[config.mk]
export PLATFORM = sky130hd
export DESIGN_NAME = cpu_debug_ctrl_flat
export DESIGN_NICKNAME = d
export VERILOG_FILES = /design/src/rtl/cpu_pkg.sv /design/src/rtl/cpu_debug_ctrl_if.sv /design/src/rtl/dbg_step_timer.sv /design/src/rtl/cpu_debug_ctrl.sv /design/src/flat_wrapper.sv
export SDC_FILE = /design/constraint.sdc
export NUM_CORES = 1
export LEC_CHECK = 0
export ABC_AREA = 1
export CORE_ASPECT_RATIO = 2
export CORE_MARGIN = 8
export CORE_UTILIZATION = 50
export DETAILED_ROUTE_END_ITERATION = 8
export PLACE_DENSITY = 0.82
export SLEW_MARGIN = 5
export SYNTH_ARGS = -nofsm -noshare
export SYNTH_HDL_FRONTEND = slang
export SYNTH_SLANG_ARGS = --single-unit
export TNS_END_PERCENT = 100
[constraint.sdc]
create_clock -name clk -period 4.6 [get_ports clk]
set_clock_uncertainty 0.15 [all_clocks]
set_input_delay 1.38 -clock clk [delete_from_list [all_inputs] [get_ports clk]]
set_output_delay 1.38 -clock clk [all_outputs]
set_load 0.03 [all_outputs]
[src/rtl/cpu_pkg.sv]
// Shared CPU definitions: debug command encodings, debug FSM states and
// the datapath width defaults used by the register file and debug port.
package cpu_pkg;

   localparam int unsigned DATA_W_DEF = 8;
   localparam int unsigned ADDR_W_DEF = 2;

   typedef logic [2:0] cmd_op_t;

   localparam cmd_op_t OP_NOP     = 3'd0;
   localparam cmd_op_t OP_HALT    = 3'd1;
   localparam cmd_op_t OP_RUN     = 3'd2;
   localparam cmd_op_t OP_STEP    = 3'd3;
   localparam cmd_op_t OP_RDREG   = 3'd4;
   localparam cmd_op_t OP_WRREG   = 3'd5;
   localparam cmd_op_t OP_STATUS  = 3'd6;
   localparam cmd_op_t OP_ILLEGAL = 3'd7;

   typedef enum logic [2:0] {
      DS_RUN,
      DS_HALT_WAIT,
      DS_HALTED,
      DS_STEP_GO,
      DS_STEP_RUN,
      DS_RF_RD,
      DS_RF_WR,
      DS_RSP
   } dbg_state_e;

endpackage

[src/rtl/cpu_debug_ctrl_if.sv]
// Host command/response port of the debug controller.
interface cpu_debug_ctrl_if
   import cpu_pkg::*;
#(
   parameter int unsigned DATA_W = DATA_W_DEF,
   parameter int unsigned ADDR_W = ADDR_W_DEF
);

   logic              cmd_valid;
   logic              cmd_ready;
   cmd_op_t           cmd_op;
   logic [ADDR_W-1:0] cmd_reg;
   logic [DATA_W-1:0] cmd_data;
   logic              rsp_valid;
   logic              rsp_ready;
   logic [DATA_W-1:0] rsp_data;
   logic              rsp_err;

   modport master (
      output cmd_valid, cmd_op, cmd_reg, cmd_data, rsp_ready,
      input  cmd_ready, rsp_valid, rsp_data, rsp_err
   );

   modport slave (
      input  cmd_valid, cmd_op, cmd_reg, cmd_data, rsp_ready,
      output cmd_ready, rsp_valid, rsp_data, rsp_err
   );

endinterface

[src/rtl/dbg_step_timer.sv]
// Single-step watchdog: cleared on load, counts each running cycle and
// saturates, flagging expiry on the last permitted STEP_RUN cycle.
module dbg_step_timer #(
   parameter int unsigned STEP_TIMEOUT = 16
) (
   input  logic clk_i,
   input  logic reset_i,
   input  logic load_i,
   input  logic run_i,
   output logic expire_o
);

   localparam int unsigned CNT_W = $clog2(STEP_TIMEOUT + 1);
   localparam logic [CNT_W-1:0] CNT_MAX  = CNT_W'(STEP_TIMEOUT);
   localparam logic [CNT_W-1:0] CNT_LAST = CNT_W'(STEP_TIMEOUT - 1);

   logic [CNT_W-1:0] cnt_q, cnt_d;

   always_comb begin
      cnt_d = cnt_q;
      if (load_i) begin
         cnt_d = '0;
      end else if (run_i && (cnt_q != CNT_MAX)) begin
         cnt_d = cnt_q + 1'b1;
      end
   end

   always_ff @(posedge clk_i) begin
      if (reset_i) begin
         cnt_q <= '0;
      end else begin
         cnt_q <= cnt_d;
      end
   end

   // cnt_q holds the number of completed running cycles, so this fires on
   // the STEP_TIMEOUT-th cycle and the step never exceeds the budget.
   assign expire_o = run_i && (cnt_q >= CNT_LAST);

endmodule

[src/rtl/cpu_debug_ctrl.sv]
// Debug/run controller: gates CPU advance at instruction boundaries and
// lends the register-file port to the host while the core is halted.
module cpu_debug_ctrl
   import cpu_pkg::*;
#(
   parameter int unsigned DATA_W       = DATA_W_DEF,
   parameter int unsigned ADDR_W       = ADDR_W_DEF,
   parameter int unsigned STEP_TIMEOUT = 16,
   parameter bit          START_HALTED = 1'b0
) (
   input  logic              clk,
   input  logic              reset,
   cpu_debug_ctrl_if.slave   host,
   input  logic              cu_at_fetch,
   output logic              cpu_en,
   output logic              halted,
   output logic              dbg_rf_sel,
   output logic [ADDR_W-1:0] dbg_ra,
   output logic [ADDR_W-1:0] dbg_wa,
   output logic [DATA_W-1:0] dbg_wd,
   output logic              dbg_we,
   input  logic [DATA_W-1:0] rf_rd
);

   localparam dbg_state_e RESET_ST = START_HALTED ? DS_HALTED : DS_RUN;

   dbg_state_e        state_q, state_d;
   dbg_state_e        ret_q, ret_d;
   logic [DATA_W-1:0] rsp_data_q, rsp_data_d;
   logic              rsp_err_q, rsp_err_d;
   logic              last_err_q, last_err_d;
   logic [ADDR_W-1:0] ra_q, ra_d;
   logic [ADDR_W-1:0] wa_q, wa_d;
   logic [DATA_W-1:0] wd_q, wd_d;

   logic idle, in_run, accept;
   logic tmr_load, tmr_run, tmr_expire;

   dbg_step_timer #(
      .STEP_TIMEOUT(STEP_TIMEOUT)
   ) u_step_timer (
      .clk_i    (clk),
      .reset_i  (reset),
      .load_i   (tmr_load),
      .run_i    (tmr_run),
      .expire_o (tmr_expire)
   );

   assign idle   = (state_q == DS_RUN) || (state_q == DS_HALTED);
   assign in_run = (state_q == DS_RUN);
   assign accept = host.cmd_valid && idle;

   always_comb begin
      state_d    = state_q;
      ret_d      = ret_q;
      rsp_data_d = rsp_data_q;
      rsp_err_d  = rsp_err_q;
      last_err_d = last_err_q;
      ra_d       = ra_q;
      wa_d       = wa_q;
      wd_d       = wd_q;
      tmr_load   = 1'b0;
      tmr_run    = 1'b0;

      case (state_q)
         DS_RUN, DS_HALTED: begin
            if (accept) begin
               // Response fields are fixed here; later states only override them.
               state_d    = DS_RSP;
               ret_d      = state_q;
               rsp_data_d = '0;
               rsp_err_d  = 1'b0;
               case (host.cmd_op)
                  OP_NOP: ;
                  OP_HALT: begin
                     if (in_run) state_d = DS_HALT_WAIT;
                  end
                  OP_RUN: begin
                     ret_d      = DS_RUN;
                     last_err_d = 1'b0;
                  end
                  OP_STEP: begin
                     if (in_run) rsp_err_d = 1'b1;
                     else        state_d   = DS_STEP_GO;
                  end
                  OP_RDREG: begin
                     if (in_run) begin
                        rsp_err_d = 1'b1;
                     end else begin
                        state_d = DS_RF_RD;
                        ra_d    = host.cmd_reg;
                     end
                  end
                  OP_WRREG: begin
                     if (in_run) begin
                        rsp_err_d = 1'b1;
                     end else begin
                        state_d    = DS_RF_WR;
                        wa_d       = host.cmd_reg;
                        wd_d       = host.cmd_data;
                        rsp_data_d = host.cmd_data;
                     end
                  end
                  OP_STATUS: begin
                     rsp_data_d[1] = !in_run;
                     rsp_data_d[0] = last_err_q;
                  end
                  default: begin
                     rsp_err_d  = 1'b1;
                     last_err_d = 1'b1;
                  end
               endcase
            end
         end

         DS_HALT_WAIT: begin
            if (cu_at_fetch) begin
               state_d = DS_RSP;
               ret_d   = DS_HALTED;
            end
         end

         DS_STEP_GO: begin
            tmr_load = 1'b1;
            state_d  = DS_STEP_RUN;
         end

         DS_STEP_RUN: begin
            tmr_run = 1'b1;
            if (cu_at_fetch) begin
               state_d = DS_RSP;
               ret_d   = DS_HALTED;
            end else if (tmr_expire) begin
               state_d    = DS_RSP;
               ret_d      = DS_HALTED;
               rsp_err_d  = 1'b1;
               last_err_d = 1'b1;
            end
         end

         DS_RF_RD: begin
            rsp_data_d = rf_rd;
            state_d    = DS_RSP;
         end

         DS_RF_WR: begin
            state_d = DS_RSP;
         end

         DS_RSP: begin
            if (host.rsp_ready) state_d = ret_q;
         end

         default: begin
            state_d = RESET_ST;
            ret_d   = RESET_ST;
         end
      endcase
   end

   always_ff @(posedge clk) begin
      if (reset) begin
         state_q    <= RESET_ST;
         ret_q      <= RESET_ST;
         rsp_data_q <= '0;
         rsp_err_q  <= 1'b0;
         last_err_q <= 1'b0;
         ra_q       <= '0;
         wa_q       <= '0;
         wd_q       <= '0;
      end else begin
         state_q    <= state_d;
         ret_q      <= ret_d;
         rsp_data_q <= rsp_data_d;
         rsp_err_q  <= rsp_err_d;
         last_err_q <= last_err_d;
         ra_q       <= ra_d;
         wa_q       <= wa_d;
         wd_q       <= wd_d;
      end
   end

   always_comb begin
      cpu_en = 1'b0;
      case (state_q)
         DS_RUN, DS_STEP_GO:          cpu_en = 1'b1;
         DS_HALT_WAIT, DS_STEP_RUN:   cpu_en = !cu_at_fetch;
         default:                     cpu_en = 1'b0;
      endcase
   end

   assign halted = (state_q == DS_HALTED) || (state_q == DS_RF_RD) ||
                   (state_q == DS_RF_WR) ||
                   ((state_q == DS_RSP) && (ret_q == DS_HALTED));

   assign dbg_rf_sel = (state_q == DS_RF_RD) || (state_q == DS_RF_WR);
   // A reset landing on the write cycle must not corrupt the register file.
   assign dbg_we     = (state_q == DS_RF_WR) && !reset;
   assign dbg_ra     = ra_q;
   assign dbg_wa     = wa_q;
   assign dbg_wd     = wd_q;

   assign host.cmd_ready = idle;
   assign host.rsp_valid = (state_q == DS_RSP);
   assign host.rsp_data  = rsp_data_q;
   assign host.rsp_err   = rsp_err_q;

endmodule

[src/flat_wrapper.sv]
// flat-port wrapper written by rule: the top's interface ports become plain ports
module cpu_debug_ctrl_flat import cpu_pkg::*;
#(
   parameter int unsigned DATA_W       = DATA_W_DEF,
   parameter int unsigned ADDR_W       = ADDR_W_DEF,
   parameter int unsigned STEP_TIMEOUT = 16,
   parameter bit          START_HALTED = 1'b0
)
  (clk, reset, cu_at_fetch, cpu_en, halted, dbg_rf_sel, dbg_ra, dbg_wa, dbg_wd, dbg_we, rf_rd, host_cmd_valid, host_cmd_op, host_cmd_reg, host_cmd_data, host_rsp_ready, host_cmd_ready, host_rsp_valid, host_rsp_data, host_rsp_err);
  cpu_debug_ctrl_if #(.DATA_W(DATA_W), .ADDR_W(ADDR_W)) host_i ();
  input  logic clk;
  input  logic reset;
  input  logic cu_at_fetch;
  output logic cpu_en;
  output logic halted;
  output logic dbg_rf_sel;
  output logic [ADDR_W-1:0] dbg_ra;
  output logic [ADDR_W-1:0] dbg_wa;
  output logic [DATA_W-1:0] dbg_wd;
  output logic dbg_we;
  input  logic [DATA_W-1:0] rf_rd;
  input wire logic [$bits(host_i.cmd_valid)-1:0] host_cmd_valid;
  input wire logic [$bits(host_i.cmd_op)-1:0] host_cmd_op;
  input wire logic [$bits(host_i.cmd_reg)-1:0] host_cmd_reg;
  input wire logic [$bits(host_i.cmd_data)-1:0] host_cmd_data;
  input wire logic [$bits(host_i.rsp_ready)-1:0] host_rsp_ready;
  output wire logic [$bits(host_i.cmd_ready)-1:0] host_cmd_ready;
  output wire logic [$bits(host_i.rsp_valid)-1:0] host_rsp_valid;
  output wire logic [$bits(host_i.rsp_data)-1:0] host_rsp_data;
  output wire logic [$bits(host_i.rsp_err)-1:0] host_rsp_err;
  assign host_i.cmd_valid = host_cmd_valid;
  assign host_i.cmd_op = host_cmd_op;
  assign host_i.cmd_reg = host_cmd_reg;
  assign host_i.cmd_data = host_cmd_data;
  assign host_i.rsp_ready = host_rsp_ready;
  assign host_cmd_ready = host_i.cmd_ready;
  assign host_rsp_valid = host_i.rsp_valid;
  assign host_rsp_data = host_i.rsp_data;
  assign host_rsp_err = host_i.rsp_err;
  cpu_debug_ctrl #(.DATA_W(DATA_W), .ADDR_W(ADDR_W), .STEP_TIMEOUT(STEP_TIMEOUT), .START_HALTED(START_HALTED)) u_core (.clk(clk), .reset(reset), .host(host_i), .cu_at_fetch(cu_at_fetch), .cpu_en(cpu_en), .halted(halted), .dbg_rf_sel(dbg_rf_sel), .dbg_ra(dbg_ra), .dbg_wa(dbg_wa), .dbg_wd(dbg_wd), .dbg_we(dbg_we), .rf_rd(rf_rd));
endmodule
==> results of run 1 <==
[power by group]
group	internal (mW)	leakage (nW)	switching, mW
clock	0.177	0.0585	0.103
sequential	0.329	0.268	0.0485
combinational	0.193	0.649	0.327
[path summary, 6_finish.rpt]
path                                              startpoint           endpoint  slack [ps]
worst max-delay path                             cu_at_fetch             cpu_en         380
worst min register to register               u_core.ret_q[2]    u_core.ret_q[2]         290
worst max register to register  u_core.u_step_timer.cnt_q[0]  u_core.state_q[2]        2720
worst min-delay path                         u_core.ret_q[2]    u_core.ret_q[2]         290
[cell families (layout without fill, tap and decap cells)]
logic type / after synthesis / in the layout
XOR/XNOR: 2 / 2
AND/OR/NAND/NOR: 131 / 131
buffers and inverters: 36 / 91
AO/OA/AOI/OAI: 44 / 44
flip-flops: 33 / 33
adder cells (fa/ha/maj): 3 / 3
[cells in the mapped netlist, types with 2 or more instances]
cell,instances,share of area [%]
sky130_fd_sc_hd__inv_1,24,5.3
sky130_fd_sc_hd__nor3_1,6,1.8
sky130_fd_sc_hd__inv_2,6,1.3
sky130_fd_sc_hd__a21oi_1,13,3.8
sky130_fd_sc_hd__ha_1,3,2.2
sky130_fd_sc_hd__nand2_2,6,2.2
sky130_fd_sc_hd__o21ai_0,17,5.0
sky130_fd_sc_hd__a31oi_1,10,3.7
sky130_fd_sc_hd__nand2_1,62,14
sky130_fd_sc_hd__nand2_4,3,2.0
sky130_fd_sc_hd__buf_4,3,1.3
sky130_fd_sc_hd__nor2_1,39,8.6
sky130_fd_sc_hd__a211oi_1,2,0.88
sky130_fd_sc_hd__nand4_1,3,1.1
sky130_fd_sc_hd__nand3_1,7,2.1
sky130_fd_sc_hd__nor2_4,3,2.0
sky130_fd_sc_hd__dfxtp_1,33,39
[state kept, by name (all words and copies together) (netlist names)]
signal                     flops
u_core.dbg_ra                  2
u_core.host.rsp_err            1
u_core.ret_q                   3
u_core.last_err_q              1
u_core.state_q                 3
u_core.host.rsp_data           8
u_core.dbg_wd                  8
u_core.dbg_wa                  2
u_core.u_step_timer.cnt_q      5
[area by class of cell]
| cell class | count | area (um2) |
|---|---|---|
| fillers | 288 | 963 |
| multi-input cells | 180 | 882 |
| well taps | 32 | 40.0 |
| clock buffers | 7 | 86.3 |
| clock inverters | 1 | 30.0 |
| inverters | 30 | 113 |
| flip-flops and latches | 33 | 661 |
| repair buffers | 53 | 528 |
[metal layers]
| layer | wire, um | global-route usage, % | part of all wire [%] |
|---|---|---|---|
| met5 | 0 | 0 | 0 |
| met4 | 83 | 6.36 | 1.8 |
| met3 | 390 | 6.05 | 8.5 |
| met2 | 2300 | 28.0 | 50 |
| met1 | 1830 | 18.9 | 40 |
[critical path, stage by stage]
cell                              delay [ps]
sky130_fd_sc_hd__clkdlybuf4s50_1         440
sky130_fd_sc_hd__a31oi_1                 180
sky130_fd_sc_hd__clkdlybuf4s50_1         690
==> impl_metrics.yaml, run 1 <==
layout:
  most-common-layout-cells: "sky130_fd_sc_hd__nand2_1, sky130_fd_sc_hd__clkdlybuf4s50_1, sky130_fd_sc_hd__nor2_1"
  p_r_area_growth_vs_syn_pct: 37.8
  design.final.nets: 332
  layout-drive-gt1-share_pct: 8.88
  layout.cells.most_common: "sky130_fd_sc_hd__nand2_1"
  final_core_util_pct: 70.8
  insertedDiodeCount: 0
  fin_cells: 336
  layout.cell_area.non_filler_um2: 2340
clocking:
  clk_pin_slew_ps: 60
  numCtsBuffers: 5
  ctsResizeCount: 0
  cts_setup_buffers: 0
  ctsLongestPathBuffers: 2
  cts_tree: "done"
  cts.sinks: 33
  insertion_delay_ps: 280
  htreeDepth: 2
  cts_hold_buf: 0
  clock_tree.root_cell: "sky130_fd_sc_hd__clkbuf_8"
placed_design:
  routabilityCongestion: 0.946
  dpl.hpwl_um: 3530
  detailed_place.area_um2: 2220
  dp.cells: 328
  pre_cts_slack_ps: 375
  placement.io_buffers: 52
critical_path:
  cp_max_fo: 3
  critPathLaunchType: "input port"
  crit_path_end_kind: "output port"
  worst-r2r-cell-count: 13
  timing.critical_path.arrival_ps: 2690
  data_required_time_at_the_worst_endpoint_ps: 3070
  path_class: "in -> out"
logic_synthesis:
  synth.mux.area_fraction_pct: 0
  syn-mean-instance-area_um2: 6.82
  ys_async_sr_fraction_pct: 0
  synthesis.instances: 249
  synth_nets: 278
  synth.lib_cells_used.distinct: 26
  synth_top_family_by_area: "simple AND/OR/NAND/NOR gates"
  synth-seq-area-share_pct: 38.9
  post_synth_simple_gate_area_pct: 34.3
  yosysWarnings: 0
  synth_compound_gate_area_share_pct: 14.4
  synthXorXnorAreaFrac_pct: 1.03
  post_synth_fa_ha_maj_area_fraction_pct: 2.21
  synthFlopType: "sky130_fd_sc_hd__dfxtp_1"
  post_synth_instance_area_um2: 1700
  synth_edf_count: 0
  synth_seq_cells: 33
grt:
  grt_pass1_wl_um: 8020
  initial_antenna_violation_count: 0
  overflow: 0
  first_global_vias: 1770
  globalRouteTotalUtil_pct: 16.9
  grt_max_degree: 19
routing:
  routed_wire_length_per_instance_um: 13.7
  firstDrtPassIters: 4
  vias: 1783
  post_route_drc_violation_count: 0
  dr.first_iter.drc_count: 35
  final_antenna_net_count: 0
  viasPerCell: 5.31
  wl_um: 4600
sta:
  timing_worst_slew_pin_value_ps: 563
  slew_violations: 0
  timing.slew.headroom_pct: 62.0
  max_freq_ghz: 0.237
  hold_viol_final: 0
  fin_setup_tns_ps: 0
  timing.final.crit_share_pct: 91.7
  final.min_clock_period_ps: 4220
  setup_slack_ps: 380
  rsz_0062_raised_after_global_routing: "false"
  setup_viol_count_final: 0
  hold-worst-slack_ps: 290
die:
  boundaryPins: 53
  core_region_area_um2: 3300
  die_ar_um2: 5630
  dieHeight_um: 98.4
  floorplan.rows: 30
  die_width_um: 57.2
  floorplan.initialDensity_pct: 51.4
worst_hold_path:
  hold_path_depth: 2
  worst_hold_path_type: "reg -> reg"
power_and_ir_drop:
  ir_worst_vdd_mv: 0.423
  power_leakage_nw: 0.976
  p_per_area_nw_per_um2: 503
  total_power_after_layout_mw: 1.18
run_status:
  outcome: "finished clean"
job:
  max-cap-violations: 0
No activity file was read; power rests on OpenSTA's default activity.
==> inputs of run 2 (changes only) <==
CORE_UTILIZATION = 46   (was 50)
PLACE_DENSITY = 0.76   (was 0.82)
clock period = 4.7 ns   (was 4.6 ns; I/O delays follow)
==> run 2 against run 1 <==
Global-route usage fell by 0.083 points. Flip-flop and latch count did not move. Die area rose by 6.7%. Worst hold slack improved by 2.8 ps. Final cell count rose by 5.1%. Final area fell by 0.53%. Clock power fell by 28%. Wire length rose by 2.6%. Count of clock-buffer cells in the layout fell by 1. Combinational power fell by 2%. Utilization fell by 5.6 points. Critical endpoint unchanged. Highest routed layer unchanged.
==> impl_metrics.yaml, run 2 (same netlist as run 1, synthesis figures left out) <==
power_and_ir_drop:
  switching_power_mw: 0.467
  clock_power_share_pct: 18.7
  power_report.internal_total_mw: 0.614
  power_leakage_nw: 0.963
  seq_power_share_pct: 34.4
  comb_power_share_pct: 47.0
  p_per_area_nw_per_um2: 465
  ir_worst_vdd_mv: 0.362
  netSwitchingFraction_pct: 43.2
critical_path:
  worstPathCellList: "clkdlybuf4s50_1, a31oi_1, clkdlybuf4s50_1"
  cp_max_fo: 3
  critical_path.reg2reg.endpoint: "u_core.state_q[2]"
  worst-r2r-cell-count: 13
  path_common_cell: "sky130_fd_sc_hd__clkdlybuf4s50_1"
  worst_setup_slack_for_register_to_register_paths_ps: 2800
  timing.critical_path.arrival_ps: 2730
  worst_r2r_startpoint: "u_core.u_step_timer.cnt_q[0]"
  critPathSlowestCell: "sky130_fd_sc_hd__clkdlybuf4s50_1"
  data_required_time_at_the_worst_endpoint_ps: 3140
  worstPathBufferInverterCount: 2
  cell_type_group_with_the_largest_total_delay_on_the_critical_path: "buffers and inverters"
  slowest_delay_ps: 690
  crit_path_end_kind: "output port"
  path_class: "in -> out"
  critPathLaunchType: "input port"
sta:
  timing.final.crit_share_pct: 91.3
  timing.slew.headroom_pct: 55.8
  setup_slack_ps: 408
  timing_worst_slew_pin_value_ps: 657
  final.min_clock_period_ps: 4290
  setup_viol_count_final: 0
  slew_violations: 0
  rsz_0062_raised_after_global_routing: "false"
  hold_viol_final: 0
  max_freq_ghz: 0.233
  fin_setup_tns_ps: 0
placed_design:
  dpl.hpwl_um: 3780
  placement.io_buffers: 52
  routabilityCongestion: 0.972
  pre_cts_slack_ps: 395
grt:
  globalRouteTotalUtil_pct: 16.8
  grt_max_degree: 19
  first_global_vias: 1789
  overflow: 0
  initial_antenna_violation_count: 0
  grt_pass1_wl_um: 7890
routing:
  vias: 1749
  viasPerCell: 4.95
  firstDrtPassIters: 4
  final_antenna_net_count: 0
  dr.first_iter.drc_count: 33
  routed_wire_length_per_instance_um: 13.4
  wl_um: 4720
  post_route_drc_violation_count: 0
die:
  floorplan.rows: 31
  die_width_um: 59.0
  dieHeight_um: 102
  core_region_area_um2: 3570
  floorplan.initialDensity_pct: 47.6
  die_ar_um2: 6010
  boundaryPins: 53
layout:
  p_r_area_growth_vs_syn_pct: 37.1
  layout-drive-gt1-share_pct: 8.88
  final_core_util_pct: 65.2
  most-common-layout-cells: "sky130_fd_sc_hd__nand2_1, sky130_fd_sc_hd__clkdlybuf4s50_1, sky130_fd_sc_hd__nor2_1"
  insertedDiodeCount: 0
  layout.cells.most_common: "sky130_fd_sc_hd__nand2_1"
  design.final.nets: 332
clocking:
  cts_setup_buffers: 0
  cts_hold_buf: 0
  ctsResizeCount: 0
  ctsLongestPathBuffers: 2
  cts_tree: "done"
  clk_pin_slew_ps: 70
  insertion_delay_ps: 280
  htreeDepth: 2
  cts.sinks: 33
  clock_tree.root_cell: "sky130_fd_sc_hd__clkbuf_8"
  numCtsBuffers: 5
job:
  max-cap-violations: 0
worst_hold_path:
  worst_hold_path_type: "reg -> reg"
  whs_endpoint: "u_core.ret_q[2]"
  hold_start: "u_core.ret_q[2]"
  hold_path_depth: 2
run_status:
  outcome: "finished clean"
[run 2: worst max path at each step]
stage / from / end / depth (start not counted)
after floorplan: reset / dbg_we / 3
after global placement: cu_at_fetch / cpu_en / 3
after detailed placement: cu_at_fetch / cpu_en / 3
after CTS: cu_at_fetch / cpu_en / 3
after global routing: cu_at_fetch / cpu_en / 3
final: cu_at_fetch / cpu_en / 3
[run 2: routing by layer]
layer,share of wire [%],track usage [%]
met2,56,33.3
met4,2.6,8.35
met3,5.5,4.04
met1,36,14.6
met5,0,0
[run 2: final cells by class]
class,count,area (um2)
timing repair buffer,53,528
sequential,33,661
fill,349,1240
multi-input combinational,180,882
clock buffer,6,72.6
tap,49,61.3
clock inverter,2,10.0
inverter,30,113
[run 2: per-stage QoR]
stage	hold WS [ps]	instance area, um2	total power, mW	cells
after global placement	277	2240	0.882	345
after global routing	318	2330	1.16	353
after detailed placement	283	2240	0.886	345
final	293	2330	1.08	353
after CTS	293	2330	1.09	353
after floorplan	267	1700	0.723	249
[run 2: worst register-to-register path, delay by kind of cell (launching register included)]
kind	cells	cell delay, ps
and+or+nand+nor	7	610
DFF	1	410
adders and majority gates	2	350
AOI/OAI and AO/OA	1	150
buffers and inverters	3	130
[run 2: power groups by stage]
| stage | combinational, mW | sequential [mW] | clock [mW] |
|---|---|---|---|
| floorplan | 0.332 | 0.392 | 0 |
| global placement | 0.506 | 0.376 | 0 |
| detailed placement | 0.509 | 0.377 | 0 |
| CTS | 0.512 | 0.371 | 0.209 |
| global route | 0.565 | 0.378 | 0.218 |
| finish | 0.508 | 0.372 | 0.202 |
==> inputs of run 3 (changes only) <==
CAP_MARGIN = 20   (was default)
==> results of run 3 <==
The final DEF is identical to that of run 2; final timing and power are the same.
